### config.mk
export PLATFORM = sky130hd
export DESIGN_NAME = imem_boot_loader
export DESIGN_NICKNAME = d
export VERILOG_FILES = /design/src/rtl/proc_pkg.sv /design/src/rtl/loader_timeout.sv /design/src/rtl/imem_boot_loader.sv
export SDC_FILE = /design/constraint.sdc
export NUM_CORES = 1
export LEC_CHECK = 0
export BUFFER_PORTS_ARGS = -buffer_cell sky130_fd_sc_hd__buf_2
export CORE_MARGIN = 3
export CORE_UTILIZATION = 50
export DETAILED_ROUTE_END_ITERATION = 7
export GPL_TIMING_DRIVEN = 1
export HOLD_SLACK_MARGIN = 0.02
export PLACE_DENSITY = 0.71
export SLEW_MARGIN = 20
export SYNTH_ARGS = -nofsm -noshare
export SYNTH_HDL_FRONTEND = slang
export SYNTH_HIERARCHICAL = 1
export SYNTH_SLANG_ARGS = --single-unit
### constraint.sdc
create_clock -name clk_i -period 2.84 [get_ports clk_i]
set_input_delay 0.426 -clock clk_i [delete_from_list [all_inputs] [get_ports clk_i]]
set_output_delay 0.426 -clock clk_i [all_outputs]
set_load 0.05 [all_outputs]
### src/rtl/proc_pkg.sv
// proc_pkg: shared loader state encoding and image framing constants
package proc_pkg;
    typedef enum logic [2:0] {
        S_IDLE,
        S_LEN0,
        S_LEN1,
        S_DATA,
        S_WRITE,
        S_DONE,
        S_ERROR
    } state_t;
    localparam int HDR_BYTES = 2;
    localparam int BYTES_PER_WORD = 4;
endpackage

### src/rtl/loader_timeout.sv
// loader_timeout: idle-cycle watchdog; expired_o fires on the cycle the count would reach TIMEOUT
module loader_timeout #(
    parameter int TIMEOUT = 1_000_000
) (
    input  logic clk_i,
    input  logic rst_i,
    input  logic clr_i,
    input  logic en_i,
    output logic expired_o
);
    localparam int CW = TIMEOUT > 1 ? $clog2(TIMEOUT) : 1;
    logic [CW-1:0] count_q, count_d;
    always_comb begin
        count_d = clr_i ? '0 : en_i ? count_q + 1'b1 : count_q;
        expired_o = (TIMEOUT > 0) && en_i && !clr_i && (count_q == CW'(TIMEOUT - 1));
    end
    always_ff @(posedge clk_i or posedge rst_i)
        if (rst_i) count_q <= '0;
        else count_q <= count_d;
endmodule

### src/rtl/imem_boot_loader.sv
// imem_boot_loader: assembles a length-prefixed little-endian byte stream into words for
// instruction memory, holding the core in reset until the image is complete
module imem_boot_loader
    import proc_pkg::*;
#(
    parameter int DEPTH = 128,
    parameter int ADDR_W = 7,
    parameter int TIMEOUT = 1_000_000,
    parameter bit BOOT_ON_RESET = 1'b1
) (
    input  logic              clk_i,
    input  logic              rst_i,
    input  logic              start_i,
    input  logic [7:0]        rx_data_i,
    input  logic              rx_valid_i,
    output logic              rx_ready_o,
    output logic              we_o,
    output logic [ADDR_W-1:0] waddr_o,
    output logic [31:0]       wdata_o,
    output logic              cpu_reset_o,
    output logic              busy_o,
    output logic              done_o,
    output logic              err_o
);
    localparam int NW = 8 * HDR_BYTES;
    state_t state_q, state_d;
    logic [31:0] word_q, word_d;
    logic [1:0] bc_q, bc_d;
    logic [ADDR_W:0] idx_q, idx_d;
    logic [NW-1:0] n_q, n_d, n_next;
    logic accept, expired, last_word, last_byte, start_ok, tmr_en;
    assign accept = rx_valid_i & rx_ready_o;
    assign n_next = {rx_data_i, n_q[NW-1:8]};
    assign last_word = NW'(idx_q) + NW'(1) == n_q;
    assign last_byte = bc_q == 2'(BYTES_PER_WORD - 1);
    assign start_ok = start_i & (state_q inside {S_IDLE, S_DONE, S_ERROR});
    assign tmr_en = state_q inside {S_LEN1, S_DATA};
    loader_timeout #(.TIMEOUT(TIMEOUT)) u_timeout (
        .clk_i    (clk_i),
        .rst_i    (rst_i),
        .clr_i    (accept | !tmr_en),
        .en_i     (tmr_en),
        .expired_o(expired)
    );
    always_ff @(posedge clk_i or posedge rst_i)
        if (rst_i) state_q <= BOOT_ON_RESET ? S_LEN0 : S_IDLE;
        else state_q <= state_d;
    always_comb begin
        state_d = state_q;
        case (state_q)
            S_IDLE, S_DONE, S_ERROR: state_d = start_i ? S_LEN0 : state_q;
            S_LEN0: state_d = accept ? S_LEN1 : S_LEN0;
            S_LEN1:
                if (accept) state_d = n_next == '0 ? S_DONE : n_next > NW'(DEPTH) ? S_ERROR : S_DATA;
                else if (expired) state_d = S_ERROR;
            S_DATA:
                if (accept && last_byte) state_d = S_WRITE;
                else if (expired) state_d = S_ERROR;
            S_WRITE: state_d = last_word ? S_DONE : S_DATA;
            default: state_d = S_IDLE;
        endcase
    end
    always_comb begin
        rx_ready_o = state_q inside {S_LEN0, S_LEN1, S_DATA};
        we_o = state_q == S_WRITE;
        busy_o = rx_ready_o | we_o;
        cpu_reset_o = busy_o | (state_q == S_ERROR);
        done_o = state_q == S_DONE;
        err_o = state_q == S_ERROR;
        waddr_o = idx_q[ADDR_W-1:0];
        wdata_o = word_q;
    end
    // Bytes shift in from the top so the first byte of a word ends up in [7:0]
    always_comb begin
        word_d = (state_q == S_DATA && accept) ? {rx_data_i, word_q[31:8]} : word_q;
        bc_d = start_ok ? 2'd0 : (state_q == S_DATA && accept) ? bc_q + 2'd1 : bc_q;
        idx_d = start_ok ? '0 : (state_q == S_WRITE && !last_word) ? idx_q + 1'b1 : idx_q;
        n_d = (accept && state_q inside {S_LEN0, S_LEN1}) ? n_next : n_q;
    end
    always_ff @(posedge clk_i or posedge rst_i)
        if (rst_i) begin
            word_q <= '0;
            bc_q <= '0;
            idx_q <= '0;
            n_q <= '0;
        end else begin
            word_q <= word_d;
            bc_q <= bc_d;
            idx_q <= idx_d;
            n_q <= n_d;
        end
endmodule

==> impl_results.html, run 1 <==
<table>
<tr><th>Metric</th><th>Value</th></tr>
<tr><th colspan="2">Drt</th></tr>
<tr><td>Total number of vias</td><td>2950</td></tr>
<tr><td>Average wire per cell in the routed design</td><td>15.6 um</td></tr>
<tr><td>Antenna Nets Post-Route</td><td>0</td></tr>
<tr><td>Routed Wire Length</td><td>8230 um</td></tr>
<tr><td>Total iterations of the first detailed-routing run</td><td>4</td></tr>
<tr><td>DRC viols</td><td>0</td></tr>
<tr><td>Number of violations reported at the end of detailed-routing iteration 0</td><td>134</td></tr>
<tr><td>Routed via count divided by cell count</td><td>5.59</td></tr>
<tr><th colspan="2">Setup path</th></tr>
<tr><td>Crit Path Category</td><td>reg -&gt; reg</td></tr>
<tr><td>Top cell family by delay on the critical path</td><td>compound AO/OA/AOI/OAI gates</td></tr>
<tr><td>Cell breakdown of the critical path</td><td>ha_1 -&gt; and3_4 -&gt; a31oi_1 -&gt; nor4b_2 -&gt; o2111a_4 -&gt; nor2_4 -&gt; a221o_1</td></tr>
<tr><td>Cell at the slowest stage of the critical path</td><td>dfrtp_1</td></tr>
<tr><td>Slowest cell delay on critical path</td><td>470 ps</td></tr>
<tr><td>Type of element launching the critical path</td><td>flip-flop</td></tr>
<tr><td>Arrival time worst endpoint</td><td>2650 ps</td></tr>
<tr><td>Critical path buffers and inverters</td><td>0</td></tr>
<tr><td>Critical Path RT</td><td>3080 ps</td></tr>
<tr><td>Maximum fanout along the worst path</td><td>8</td></tr>
<tr><td>Critical path capture point type</td><td>flip-flop</td></tr>
<tr><th colspan="2">Layout</th></tr>
<tr><td>Ant diodes</td><td>0</td></tr>
<tr><td>Layout Nets</td><td>436</td></tr>
<tr><td>Final non-filler cell area</td><td>4650 um^2</td></tr>
<tr><td>Share of post-route cells with drive strength above 1</td><td>34.3%</td></tr>
<tr><td>Synthesis-to-finish area growth</td><td>12.6%</td></tr>
<tr><td>Fillers</td><td>668</td></tr>
<tr><th colspan="2">STA</th></tr>
<tr><td>Final Max Tran Viols</td><td>0</td></tr>
<tr><td>Post-route minimum period</td><td>2410 ps</td></tr>
<tr><td>Sum of negative setup slack</td><td>0 ps</td></tr>
<tr><td>Number of hold violations in the final report</td><td>0</td></tr>
<tr><td>Fmax</td><td>415 MHz</td></tr>
<tr><td>Setup Skew</td><td>9.58 ps</td></tr>
<tr><td>Transition time at the pin with the least slew margin</td><td>765 ps</td></tr>
<tr><td>RSZ-0062 raised after global routing</td><td>no</td></tr>
<tr><td>Relative slew margins</td><td>49.0%</td></tr>
<tr><td>Endpoints failing setup</td><td>0</td></tr>
<tr><td>Crit share post-route</td><td>84.8%</td></tr>
<tr><th colspan="2">Clock network</th></tr>
<tr><td>Depth of the CTS H-tree</td><td>3</td></tr>
<tr><td>Maximum count of clock buffers along a single path</td><td>2</td></tr>
<tr><td>Insertion delay of the later-clocked pin in the worst-skew pair</td><td>350 ps</td></tr>
<tr><td>Gates resized, CTS repair</td><td>0</td></tr>
<tr><td>Total setup buffers inserted after CTS</td><td>0</td></tr>
<tr><td>Cell at the root of the clock tree</td><td>clkbuf_8</td></tr>
<tr><td>TritonCTS sink count</td><td>81</td></tr>
<tr><td>Clock edge transition at the registers on the reported setup and hold paths</td><td>90 ps</td></tr>
<tr><td>Cts-stage hold buffer count</td><td>0</td></tr>
<tr><td>Number of buffers created by CTS</td><td>9</td></tr>
<tr><td>CTS tree</td><td>done</td></tr>
<tr><th colspan="2">Place</th></tr>
<tr><td>HPWL after DPL</td><td>5860 um</td></tr>
<tr><td>Port buffer count</td><td>56</td></tr>
<tr><td>Routability cong.</td><td>0.892</td></tr>
<tr><td>Placed inst area</td><td>4460 um^2</td></tr>
<tr><th colspan="2">Die</th></tr>
<tr><td>Initial Utilization</td><td>52.4%</td></tr>
<tr><td>Area of the core region</td><td>7890 um^2</td></tr>
<tr><td>Total die area</td><td>9390 um^2</td></tr>
<tr><td>IO Pins</td><td>57</td></tr>
<tr><td>Std cell rows</td><td>32</td></tr>
<tr><td>Overall die height</td><td>96.9 um</td></tr>
<tr><td>Die span in x</td><td>96.9 um</td></tr>
<tr><th colspan="2">GRT</th></tr>
<tr><td>Overall overflow remaining after global route</td><td>0</td></tr>
<tr><td>Number of antenna violations at the first check in global routing</td><td>0</td></tr>
<tr><td>Global-route wire length before repair</td><td>14500 um</td></tr>
<tr><td>Tot GR Track Use</td><td>18.7%</td></tr>
<tr><td>Maximum number of pins on one net before global-route repair</td><td>62</td></tr>
<tr><td>Via count of the first global-routing pass</td><td>3063</td></tr>
<tr><th colspan="2">Logic synthesis</th></tr>
<tr><td>Area of the mapped netlist</td><td>4130 um^2</td></tr>
<tr><td>Sequential element share of the synthesized area</td><td>49.1%</td></tr>
<tr><td>Post-synthesis instance total</td><td>368</td></tr>
<tr><td>Synthesized area divided by synthesized cell count</td><td>11.2 um^2</td></tr>
<tr><td>Number of enable flip-flop cells after synthesis</td><td>0</td></tr>
<tr><td>Yosys warns</td><td>6</td></tr>
<tr><td>Async SR Flop Fraction</td><td>100%</td></tr>
<tr><td>Nets in the synthesized netlist</td><td>383</td></tr>
<tr><td>Count of cell types in the netlist</td><td>56</td></tr>
<tr><td>Register bit total from synthesis</td><td>81</td></tr>
<tr><td>Primary flip-flop cell chosen by synthesis mapping</td><td>dfrtp_1</td></tr>
<tr><th colspan="2">Status</th></tr>
<tr><td>Run status</td><td>finished clean</td></tr>
<tr><th colspan="2">Hold path</th></tr>
<tr><td>Class of the most critical hold timing path</td><td>in -&gt; async</td></tr>
<tr><th colspan="2">Power and ir drop</th></tr>
<tr><td>VDD IR-drop max</td><td>0.723 mV</td></tr>
<tr><td>Cell Pwr Density</td><td>1140 nW/um^2</td></tr>
<tr><td>Pleak</td><td>0.00213 uW</td></tr>
<tr><th colspan="2">Flow run</th></tr>
<tr><td>Max-capacitance violation count</td><td>0</td></tr>
</table>
[state kept, by name, indices dropped and copies added (netlist names)]
register           flops
bc_q                   2
idx_q                  8
n_q                   16
state_q                3
u_timeout/count_q     20
wdata_o               32
[metrics by stage]
stage / setup slack, ps / utilization (%) / hold slack, ps / total power (uW) / instances
CTS: 441 / 59.0 / 218 / 5340 / 528
finish: 431 / 59.0 / 206 / 5280 / 528
global placement: 579 / 56.6 / 481 / 4460 / 512
floorplan: 346 / - / 390 / 3920 / 368
detailed placement: 493 / 56.6 / 490 / 4530 / 512
global route: 223 / 59.0 / 253 / 5600 / 528
[routing by layer]
layer | vias to the layer above | global-route usage, % | part of all wire, %
li1 | 1428 | - | -
met1 | 1468 | 23.3 | 44
met2 | 45 | 32.1 | 52
met3 | 9 | 4.83 | 3.4
met4 | 0 | 5.51 | 1.2
met5 | - | 0 | 0
[cell usage after synthesis, types with 2 or more instances]
cell / instances / area, um^2
clkbuf_1: 8 / 30.0
nor4_1: 7 / 43.8
and4_1: 3 / 26.3
nor3b_1: 2 / 15.0
nand2_1: 15 / 56.3
a221o_1: 5 / 50.1
xor2_1: 8 / 70.1
a31oi_1: 3 / 18.8
dfrtp_1: 80 / 2000
and3_1: 4 / 25.0
nand3_1: 16 / 80.1
nor4b_1: 2 / 17.5
nand2b_1: 5 / 31.3
a21oi_2: 2 / 17.5
buf_6: 2 / 22.5
xnor2_1: 17 / 149
a21oi_1: 11 / 55.1
nor3_1: 4 / 20.0
nor2_1: 31 / 116
mux2i_1: 2 / 20.0
and2_1: 4 / 25.0
mux2_2: 48 / 541
nand4_1: 5 / 31.3
o21ai_0: 13 / 65.1
nor2b_1: 6 / 37.5
buf_4: 9 / 67.6
and3_4: 2 / 22.5
o31ai_1: 5 / 37.5
or3_1: 5 / 31.3
or4_1: 4 / 30.0
a211oi_1: 2 / 15.0
inv_1: 8 / 30.0
ha_1: 3 / 37.5
buf_2: 3 / 15.0
a21o_1: 3 / 22.5
[final cells by class]
type	instances	area (um^2)	area share [%]
flip-flops and latches	81	2030	43.6
clock buffers	10	138	2.96
well taps	102	128	2.74
multi-input cells	257	1940	41.7
inverters	8	30.0	0.646
repair buffers	64	340	7.32
clock inverters	6	50.0	1.08
[worst paths after layout]
check | start | end | slack, ps | depth (start not counted)
min reg2reg | wdata_o[6] | wdata_o[6] | 510 | 1
max reg2reg | idx_q[0] | idx_q[4] | 430 | 7
max in group asynchronous | rst_i | wdata_o[28] | 2050 | 3
max | idx_q[0] | idx_q[4] | 430 | 7
min | rst_i | u_timeout/count_q[11] | 210 | 2
min in group clk_i | rx_data_i[7] | n_q[15] | 330 | 2
[report_power, final]
part / total (uW) / switching (uW) / internal [uW] / leakage (uW)
combinational: 2620 / 1740 / 878 / 0.000994
sequential: 1860 / 314 / 1550 / 0.00104
clock: 797 / 443 / 354 / 0.0000952
total: 5280 / 2500 / 2780 / 0.00213
[kinds of logic after synthesis]
kind of cell	after synthesis	share of synthesized area, %
and+or+nand+nor	127	18.4
adders and majority gates	3	0.909
muxes	50	13.6
buffers and inverters	30	4.00
AOI/OAI and AO/OA	52	8.78
xor gates and xnor gates	25	5.30
DFF	81	49.1
[worst reg2reg max path, cell delays in order, from the launching register on]
cell,delay [ps]
dfrtp_1,470
ha_1,310
and3_4,230
a31oi_1,120
nor4b_2,400
o2111a_4,360
nor2_4,80
a221o_1,330
[cell usage in the layout, fill, tap and decap left out, types with 5 or more instances in the layout]
cell type,n
nand3_1,16
dfrtp_1,80
nor4_1,7
o31ai_1,5
a21oi_1,11
nor2b_1,6
nand2_1,15
or3_1,5
buf_4,8
nand4_1,5
a221o_1,5
buf_2,56
o21ai_0,12
nor2_1,31
mux2_2,48
inv_1,7
xor2_1,8
xnor2_1,17
clkbuf_8,10
nand2b_1,5
Note: power is estimated with default switching activity, not from simulation.
==> run 2, diff against run 1 <==
--- a/config.mk
+++ b/config.mk
@@ -11,7 +11,7 @@
 export DETAILED_ROUTE_END_ITERATION = 7
 export GPL_TIMING_DRIVEN = 1
 export HOLD_SLACK_MARGIN = 0.02
-export PLACE_DENSITY = 0.71
+export PLACE_DENSITY = 0.74
 export SLEW_MARGIN = 20
 export SYNTH_ARGS = -nofsm -noshare
 export SYNTH_HDL_FRONTEND = slang
==> constraint.sdc (replaced) <==
create_clock -name clk_i -period 2.2 [get_ports clk_i]
set_input_delay 0.33 -clock clk_i [delete_from_list [all_inputs] [get_ports clk_i]]
set_output_delay 0.33 -clock clk_i [all_outputs]
set_load 0.05 [all_outputs]
==> run 2 against run 1 <==
Against the previous run:
- cell count rose by 3.6%
- design area rose by 4.9%
- maximum frequency rose by 14%
- routed wire length rose by 4.3%
- via count rose by 4.3%
- clock skew rose by 1.7 ps
- clock power rose by 27%
- non-clock buffer count rose by 19
==> impl_results.html, run 2 (synthesis gave the netlist of run 1 again) <==
<table>
<tr><th>Metric</th><th>Value</th></tr>
<tr><th colspan="2">Status</th></tr>
<tr><td>Run status</td><td>finished clean</td></tr>
<tr><th colspan="2">STA</th></tr>
<tr><td>Transition time at the pin with the least slew margin</td><td>780 ps (+15.0 ps)</td></tr>
<tr><td>Fmax</td><td>475 MHz (+14%)</td></tr>
<tr><td>Crit share post-route</td><td>95.8% (+11 points)</td></tr>
<tr><td>Relative slew margins</td><td>47.9% (-1.1 points)</td></tr>
<tr><td>Setup Skew</td><td>11.3 ps (+1.67 ps)</td></tr>
<tr><td>Final Max Tran Viols</td><td>0 (unchanged)</td></tr>
<tr><td>Endpoints failing setup</td><td>0 (unchanged)</td></tr>
<tr><td>Worst hold slack after final layout</td><td>233 ps (+26.7 ps)</td></tr>
<tr><td>Number of hold violations in the final report</td><td>0 (unchanged)</td></tr>
<tr><td>Setup slack after layout</td><td>93.3 ps (-338 ps)</td></tr>
<tr><td>Post-route minimum period</td><td>2110 ps (-302 ps)</td></tr>
<tr><th colspan="2">Setup path</th></tr>
<tr><td>Crit Path Category</td><td>reg -&gt; reg</td></tr>
<tr><td>Maximum fanout along the worst path</td><td>8 (unchanged)</td></tr>
<tr><td>Critical path capture point type</td><td>flip-flop</td></tr>
<tr><td>Type of element launching the critical path</td><td>flip-flop</td></tr>
<tr><td>Worst R2R Path Depth</td><td>7 (unchanged)</td></tr>
<tr><td>Critical Path RT</td><td>2440 ps (-640 ps)</td></tr>
<tr><td>Terminus of the critical flop-to-flop path</td><td>idx_q[7]</td></tr>
<tr><td>R2R Setup Slk</td><td>90 ps (-340 ps)</td></tr>
<tr><td>Cell at the slowest stage of the critical path</td><td>dfrtp_1</td></tr>
<tr><td>Arrival time worst endpoint</td><td>2350 ps (-300 ps)</td></tr>
<tr><td>Origin of the critical flop-to-flop path</td><td>idx_q[0]</td></tr>
<tr><td>Slowest cell delay on critical path</td><td>430 ps (-40 ps)</td></tr>
<tr><td>Cell breakdown of the critical path</td><td>ha_4 -&gt; and3_4 -&gt; and4_4 -&gt; nor4b_4 -&gt; o2111a_4 -&gt; nor2_4 -&gt; a221o_1</td></tr>
<tr><th colspan="2">Drt</th></tr>
<tr><td>Total number of vias</td><td>3077 (+4.3%)</td></tr>
<tr><td>DRC viols</td><td>0 (unchanged)</td></tr>
<tr><td>Routed Wire Length</td><td>8590 um (+4.3%)</td></tr>
<tr><td>Routed via count divided by cell count</td><td>5.63 (+0.68%)</td></tr>
<tr><td>Antenna Nets Post-Route</td><td>0 (unchanged)</td></tr>
<tr><td>Number of violations reported at the end of detailed-routing iteration 0</td><td>196 (+46%)</td></tr>
<tr><td>Average wire per cell in the routed design</td><td>15.7 um (+0.72%)</td></tr>
<tr><td>Total iterations of the first detailed-routing run</td><td>4 (unchanged)</td></tr>
<tr><th colspan="2">Clock network</th></tr>
<tr><td>TritonCTS sink count</td><td>81 (unchanged)</td></tr>
<tr><td>Cell at the root of the clock tree</td><td>clkbuf_8</td></tr>
<tr><td>Depth of the CTS H-tree</td><td>3 (unchanged)</td></tr>
<tr><td>Number of buffers created by CTS</td><td>9 (unchanged)</td></tr>
<tr><td>Insertion delay of the later-clocked pin in the worst-skew pair</td><td>350 ps (about the same)</td></tr>
<tr><td>Clock edge transition at the registers on the reported setup and hold paths</td><td>90 ps (about the same)</td></tr>
<tr><td>CTS tree</td><td>done</td></tr>
<tr><td>Maximum count of clock buffers along a single path</td><td>2 (unchanged)</td></tr>
<tr><th colspan="2">GRT</th></tr>
<tr><td>Tot GR Track Use</td><td>19.0% (+0.29 points)</td></tr>
<tr><td>Overall overflow remaining after global route</td><td>0 (unchanged)</td></tr>
<tr><td>Maximum number of pins on one net before global-route repair</td><td>35 (-44%)</td></tr>
<tr><td>Number of antenna violations at the first check in global routing</td><td>0 (unchanged)</td></tr>
<tr><td>Via count of the first global-routing pass</td><td>3231 (+5.5%)</td></tr>
<tr><td>Global-route wire length before repair</td><td>15000 um (+3.0%)</td></tr>
<tr><th colspan="2">Hold path</th></tr>
<tr><td>Worst hold path depth</td><td>3</td></tr>
<tr><td>Capture endpoint of the worst hold path</td><td>n_q[8]</td></tr>
<tr><td>Class of the most critical hold timing path</td><td>in -&gt; reg</td></tr>
<tr><td>Startpoint of the most critical hold path</td><td>rx_data_i[0]</td></tr>
<tr><th colspan="2">Power and ir drop</th></tr>
<tr><td>VDD IR-drop max</td><td>0.904 mV (+25%)</td></tr>
<tr><td>Pleak</td><td>0.00223 uW (+4.5%)</td></tr>
<tr><td>Cell Pwr Density</td><td>1440 nW/um^2 (+27%)</td></tr>
<tr><th colspan="2">Layout</th></tr>
<tr><td>Fillers</td><td>626 (-6.3%)</td></tr>
<tr><td>Final non-filler cell area</td><td>4880 um^2 (+4.9%)</td></tr>
<tr><td>Share of post-route cells with drive strength above 1</td><td>39.6% (+5.3 points)</td></tr>
<tr><td>Commonest non-fill, non-tap cell in the layout</td><td>dfrtp_1</td></tr>
<tr><td>Layout Nets</td><td>455 (+4.4%)</td></tr>
<tr><td>Synthesis-to-finish area growth</td><td>18.1%</td></tr>
<tr><td>Sequential cell area</td><td>2030 um^2 (+0.12%)</td></tr>
<tr><td>Final Non-Filler Cells</td><td>547 (+3.6%)</td></tr>
<tr><td>Ant diodes</td><td>0 (unchanged)</td></tr>
<tr><td>Flip-flop count of the largest register, all copies and words added</td><td>32 (unchanged)</td></tr>
<tr><td>Area occupied by multi-input gates</td><td>1990 um^2 (+2.9%)</td></tr>
<tr><td>Commonest cells after routing, fill and taps aside</td><td>dfrtp_1, buf_2, mux2_2</td></tr>
<tr><th colspan="2">Die</th></tr>
<tr><td>Std cell rows</td><td>32 (unchanged)</td></tr>
<tr><td>Overall die height</td><td>96.9 um (unchanged)</td></tr>
<tr><td>Total die area</td><td>9390 um^2 (unchanged)</td></tr>
<tr><td>Initial Utilization</td><td>52.4% (unchanged)</td></tr>
<tr><td>Die span in x</td><td>96.9 um (unchanged)</td></tr>
<tr><td>IO Pins</td><td>57 (unchanged)</td></tr>
<tr><td>Area of the core region</td><td>7890 um^2 (unchanged)</td></tr>
<tr><th colspan="2">Place</th></tr>
<tr><td>Routability cong.</td><td>0.923 (+3.4%)</td></tr>
<tr><td>HPWL after DPL</td><td>6280 um (+7.1%)</td></tr>
<tr><td>Placed inst area</td><td>4590 um^2 (+2.9%)</td></tr>
<tr><td>Setup slack at placement</td><td>31.2 ps (-462 ps)</td></tr>
<tr><td>Placed cells</td><td>527 (+2.9%)</td></tr>
<tr><td>Port buffer count</td><td>56 (unchanged)</td></tr>
<tr><th colspan="2">Flow run</th></tr>
<tr><td>Max-capacitance violation count</td><td>0 (unchanged)</td></tr>
</table>
[run 2: final cells by class]
cell class | instances | share of cell area, %
multi-input cells | 257 | 40.9
flip-flops and latches | 81 | 41.6
clock buffers | 9 | 2.54
inverters | 8 | 0.615
clock inverters | 7 | 1.23
repair buffers | 83 | 10.5
well taps | 102 | 2.61
[run 2: worst max path at each step]
stage                           from          to  depth (start not counted)
after floorplan           state_q[2]  state_q[0]                          9
after global placement      idx_q[0]    idx_q[2]                          7
after detailed placement    idx_q[0]    idx_q[2]                          7
after CTS                   idx_q[0]    idx_q[2]                          7
after global routing      state_q[2]  state_q[0]                         10
final                       idx_q[0]    idx_q[7]                          7
[run 2: metal layers]
layer | vias to the layer above | share of wire (%) | global-route usage [%]
met1 | 1525 | 42 | 22.3
li1 | 1473 | - | -
met4 | 0 | 1.5 | 6.70
met5 | - | 0 | 0
met2 | 64 | 53 | 33.9
met3 | 15 | 3.7 | 4.47
[run 2: critical path: cells and delay by family (launching register included)]
kind                       cells  cell delay [ps]
and+or+nand+nor                4              710
AOI/OAI and AO/OA              2              650
DFF                            1              430
adders and majority gates      1              190
[run 2: stage by stage]
stage	total power (uW)	utilization (%)	TNS, ps
after floorplan	5070	-	-104
after global placement	5820	58.2	0
after detailed placement	5920	58.2	0
after CTS	6940	60.7	0
after global routing	7430	61.9	-21.6
final	7010	61.9	0
[run 2: what timing repair did]
action,CTS,global route
hold buffers,1,0
buffers inserted,0,3
endpoints found under the hold margin,15,0
setup endpoints to repair,0,13
resized for setup,0,21
[run 2: power by group]
part,switching (uW),internal (uW),total [uW]
Combinational,2320,1280,3600
Clock,583,427,1010
Sequential,401,2000,2400
